[config.mk]
export PLATFORM = sky130hd
export DESIGN_NAME = fifo_rd_stream
export DESIGN_NICKNAME = d
export VERILOG_FILES = /design/src/rtl/fifo_rd_stream.sv
export SDC_FILE = /design/constraint.sdc
export NUM_CORES = 1
export LEC_CHECK = 0
export ABC_AREA = 1
export CORE_ASPECT_RATIO = 1.2
export CORE_MARGIN = 1
export CORE_UTILIZATION = 50
export CTS_CLUSTER_DIAMETER = 150
export DETAILED_ROUTE_END_ITERATION = 8
export GPL_ROUTABILITY_DRIVEN = 1
export PLACE_DENSITY = 0.75
export SLEW_MARGIN = 20
export SYNTH_ARGS = -nofsm -noshare
export SYNTH_HDL_FRONTEND = slang
export SYNTH_SLANG_ARGS = --single-unit
[constraint.sdc]
create_clock -name clk -period 1.7 [get_ports clk]
set_input_delay 0.34 -clock clk [delete_from_list [all_inputs] [get_ports clk]]
set_output_delay 0.34 -clock clk [all_outputs]
set_load 0.05 [all_outputs]
[src/rtl/fifo_rd_stream.sv]
// fifo_rd_stream: read-side drain stage for the async FIFO (read clock domain).
// Converts the FIFO empty/r_en interface with 1-cycle read latency into a
// valid/ready stream using a small skid buffer sized for full throughput.
// Optional transfer counter enabled by defining FIFO_RD_STREAM_CNT_EN.
module fifo_rd_stream #(
   parameter int unsigned DATA_WIDTH = 8,
   parameter int unsigned BUF_DEPTH  = 4,
   parameter int unsigned CNT_WIDTH  = 16
) (
   input  logic                  clk,
   input  logic                  rst_n,
   input  logic                  fifo_empty,
   output logic                  fifo_r_en,
   input  logic [DATA_WIDTH-1:0] fifo_data,
   input  logic                  flush,
   output logic                  m_valid,
   input  logic                  m_ready,
   output logic [DATA_WIDTH-1:0] m_data
`ifdef FIFO_RD_STREAM_CNT_EN
   ,
   output logic [CNT_WIDTH-1:0]  xfer_cnt
`endif
);

   localparam int unsigned PTR_W = $clog2(BUF_DEPTH);
   localparam int unsigned OCC_W = PTR_W + 1;
   localparam int unsigned SUM_W = OCC_W + 1;

   // Elaboration-time parameter sanity check
   if (BUF_DEPTH < 4 || (BUF_DEPTH & (BUF_DEPTH - 1)) != 0 || CNT_WIDTH == 0) begin : g_bad_param
      $error("fifo_rd_stream: BUF_DEPTH must be a power of two >= 4 and CNT_WIDTH >= 1");
   end

   logic [DATA_WIDTH-1:0] r_buf [BUF_DEPTH];
   logic [PTR_W-1:0]      r_wr_ptr;
   logic [PTR_W-1:0]      r_rd_ptr;
   logic [OCC_W-1:0]      r_occ;
   logic                  r_inflight;
   logic                  r_run;

   logic [SUM_W-1:0]      w_committed;
   logic                  w_issue;
   logic                  w_capture;
   logic                  w_pop;

   // Read issue depends only on local registers, never on m_ready
   assign w_committed = SUM_W'(r_occ) + SUM_W'(r_inflight);
   assign w_issue     = r_run & ~fifo_empty & ~flush & (w_committed < SUM_W'(BUF_DEPTH));
   assign w_capture   = r_inflight & ~flush;
   assign w_pop       = (r_occ != '0) & m_ready & ~flush;

   assign fifo_r_en = w_issue;
   assign m_valid   = (r_occ != '0);
   assign m_data    = r_buf[r_rd_ptr];

   // Holds off reads until the first clock after reset release
   always_ff @(posedge clk or negedge rst_n) begin
      if (!rst_n) begin
         r_run <= 1'b0;
      end else begin
         r_run <= 1'b1;
      end
   end

   // Tracks the read whose data returns next cycle
   always_ff @(posedge clk or negedge rst_n) begin
      if (!rst_n) begin
         r_inflight <= 1'b0;
      end else begin
         r_inflight <= w_issue;
      end
   end

   // Buffer storage: capture returned FIFO words at the write pointer
   always_ff @(posedge clk or negedge rst_n) begin
      if (!rst_n) begin
         for (int i = 0; i < int'(BUF_DEPTH); i++) begin
            r_buf[i] <= '0;
         end
      end else if (w_capture) begin
         r_buf[r_wr_ptr] <= fifo_data;
      end
   end

   // Pointer and occupancy bookkeeping; flush clears everything local
   always_ff @(posedge clk or negedge rst_n) begin
      if (!rst_n) begin
         r_wr_ptr <= '0;
         r_rd_ptr <= '0;
         r_occ    <= '0;
      end else if (flush) begin
         r_wr_ptr <= '0;
         r_rd_ptr <= '0;
         r_occ    <= '0;
      end else begin
         if (w_capture) begin
            r_wr_ptr <= r_wr_ptr + PTR_W'(1);
         end
         if (w_pop) begin
            r_rd_ptr <= r_rd_ptr + PTR_W'(1);
         end
         case ({w_capture, w_pop})
            2'b10:   r_occ <= r_occ + OCC_W'(1);
            2'b01:   r_occ <= r_occ - OCC_W'(1);
            default: r_occ <= r_occ;
         endcase
      end
   end

`ifdef FIFO_RD_STREAM_CNT_EN
   logic [CNT_WIDTH-1:0] r_xfer_cnt;

   // Saturating count of completed transfers; survives flush
   always_ff @(posedge clk or negedge rst_n) begin
      if (!rst_n) begin
         r_xfer_cnt <= '0;
      end else if (w_pop && (r_xfer_cnt != '1)) begin
         r_xfer_cnt <= r_xfer_cnt + CNT_WIDTH'(1);
      end
   end

   assign xfer_cnt = r_xfer_cnt;
`endif

endmodule

==> metrics.txt <==
run status=finished, violations left; failing checks=setup timing; vias in the first global route=1572; number of H-tree levels=2; reg-to-reg startpoint=r_occ[1]; reg2reg end=r_occ[2]; initial antenna violation count=0; GPL Wtd Cong=~0.78; CTS tree=done; grt total ovfl=0; Synth Warn #=0; crit share post-route=1.009; Pleak=approximately 1.3 nW; Min Clock Period, post-route=approximately 1.7 ns; Rows=24; fin area=approximately 0.0028 mm2; HPWL Detailed=2877 um; commonest non-fill, non-tap cell in the layout=nand2_1; io pins=23; max_cap viols=0; Routed Antenna Nets=0; Post-Syn Instances=~220; clock skew=between 0.008 and 0.009 ns; CP peak stage delay=about 0.41 ns; WP data required=1.89 ns; first-pass GRT wire length=around 7000 um; CTS root buf=clkbuf_8; Pre-antenna DRT Iters=4; final setup fails=4; Yosys cell types=26; final hold vios=0; fraction of layout cells with a size suffix above 1=0.3588; RSZ-0062 raised after global routing=true; reg-to-reg slack, setup=-0.01 ns; DIE AREA=0.004190 mm2; clock buffer depth=2; DR DRC count=0; hold_sp=r_buf[4]; average cell area after synthesis=roughly 9 um2; Setup CP Type=reg2reg; Worst path slowest cell=dfrtp_1; Syn Nets=roughly 240; Die X=59.26 um; core area=roughly 0.0037 mm2; final net count=280; Crit. End Element=register; Die Span Y=70.71 um; main area contributors after synthesis=dfrtp_1 52%, nand2_1 9.2%, o21ai_1 6.6%; synthesis-stage register bit count=41; Initial DRC Count=44; Final WS setup=-0.01451 ns; CTS Buf Count=5; GRT Total Usage=0.2249; Setup TNS=-0.02686 ns; Cell Count, Final, Fillers Out=around 310; most frequent CP cell=nand2_1; Initial Util=0.5325; pin count of the biggest net entering global routing=26; Syn-to-layout area delta=40.33%; leading area contributor after synthesis=dfrtp_1; startpoint types=register; Worst-Skew Late Latency=~0.29 ns; Worst Hold Path Cells=2; highest clock rate=about 0.6 GHz; n_diodes=0; power per cell area=~870 mW/mm2; drt total wl=4402 um; crit-path cells=nor2_4 > nand2_4 > nand3_4 > inv_4 > fa_2 > xnor2_2 > inv_1 > nand2_1 > nand2_1 > nand2_1 > nand2_1; Slew Viols, Final=0; most frequent cells in the layout=48 x nand2_1, 40 x dfrtp_1, 30 x o21ai_1, 18 x o21ai_2; post-synthesis sequential area ratio=0.5216; maximum vdd drop=approximately 600 uV; Clk pin slew, worst setup/hold paths=0.07 ns; CP Data Arrival Time=around 1.9 ns; Yosys top cell area share=0.5216; dpl cell area=0.002446 mm2; Crit path max-delay family=simple AND/OR/NAND/NOR gates; crit path max fanout=3; drt wl/cell=approximately 14 um; PortBufs=22; DR vias/cell=between 5 and 6; R2R depth=11; Worst Hold Class=reg2reg; via count=around 1600; hold path endpoint=r_buf[4]; Final Core Density=0.7473; CTS Sinks=between 40 and 50; synthesized cell area=about 0.002 mm2; layout filler cell count=280; placed cell count=297; CP bufs+invs=2
==> registers in the layout, summed over array words and instances, names as in the netlist <==
name,count
r_wr_ptr,2
r_buf,32
r_inflight,1
r_occ,3
r_run,1
r_rd_ptr,2
==> cells by family (layout without fill, tap and decap cells) <==
family / Yosys count / in the layout / synth area share
other cells: 1 / 1 / 0.001907
flops: 41 / 41 / 0.5216
fa+ha+maj: 5 / 5 / 0.03562
simple gates: 81 / 81 / 0.1908
buf+inv: 27 / 71 / 0.06870
compound gates: 62 / 62 / 0.1768
xor+xnor: 1 / 1 / 0.004454
==> worst register-to-register path: stages (launching register included) <==
cell	delay [ns]
dfrtp_1	0.41
nor2_4	0.14
nand2_4	0.07
nand3_4	0.09
inv_4	0.04
fa_2	0.37
xnor2_2	0.20
inv_1	0.07
nand2_1	0.06
nand2_1	0.05
nand2_1	0.06
nand2_1	0.05
==> cells in the mapped netlist <==
| library cell | n |
|---|---|
| a21oi_2 | 1 |
| dfrtp_1 | 41 |
| buf_2 | 3 |
| inv_1 | 17 |
| o21ai_2 | 6 |
| o21ai_0 | 19 |
| o21ai_1 | 26 |
| nor2_8 | 1 |
| fa_1 | 1 |
| nand3_2 | 1 |
| a21oi_1 | 1 |
| conb_1 | 1 |
| o22ai_1 | 8 |
| clkbuf_1 | 1 |
| nand2_2 | 1 |
| nor2_2 | 2 |
| buf_6 | 4 |
| nand2_4 | 5 |
| a31oi_1 | 1 |
| ha_1 | 4 |
| nand3_1 | 1 |
| nand2_1 | 48 |
| nor3_1 | 2 |
| inv_2 | 2 |
| xnor2_1 | 1 |
| nor2_1 | 20 |
==> per-layer routing <==
metal	vias up	wire [um]	global-route usage
met5	-	0	0
met4	0	60	0.08995
met3	5	97	0.04936
met2	23	2393	0.3920
met1	807	1851	0.2623
li1	801	-	-
==> layout make-up <==
cell class / instances / area (um2) / share of cell area
clock inverter: 1 / 5.005 / 0.001813
timing repair buffer: 45 / 462.9 / 0.1677
multi-input combinational: 150 / 1051 / 0.3808
tap: 52 / 65.06 / 0.02357
sequential: 41 / 1027 / 0.3722
clock buffer: 6 / 72.57 / 0.02629
inverter: 19 / 76.32 / 0.02765
==> power by group <==
group	internal (mW)	switching [mW]	leakage, nW
logic	0.298	0.395	0.726
registers	1.06	0.0573	0.552
clock network	0.279	0.312	0.0410
total	1.63	0.765	1.32
==> worst max path at each step <==
stage,slack [ns],endpoint,start,depth (start not counted)
finish,-0.01,r_occ[2],r_occ[1],11
global route,-0.12,r_occ[2],r_occ[1],11
CTS,-0.09,fifo_r_en,r_occ[2],5
detailed placement,-0.25,r_occ[2],flush,11
global placement,-0.17,r_occ[2],flush,11
floorplan,-0.01,r_occ[2],r_occ[0],11
==> what timing repair did <==
| action | CTS | global route |
|---|---|---|
| endpoints found under the hold margin | 16 | 0 |
| endpoints found under the setup margin | 9 | 10 |
| resized for setup | 32 | 31 |
| hold buffers | 1 | 0 |
| buffers inserted | 0 | 7 |
| pin swaps | 0 | 10 |
| cloned | 0 | 2 |
==> per-stage QoR <==
| stage | hold WS (ns) | setup WS [ns] | total power [mW] |
|---|---|---|---|
| after global routing | 0.5224 | -0.1165 | 2.497 |
| after global placement | 0.2915 | -0.1661 | 1.738 |
| after floorplan | 0.04441 | -0.01216 | 1.543 |
| final | 0.4936 | -0.01451 | 2.399 |
| after CTS | 0.4908 | -0.08583 | 2.381 |
| after detailed placement | 0.2929 | -0.2466 | 1.750 |
Power figures use the tool's default switching activity.
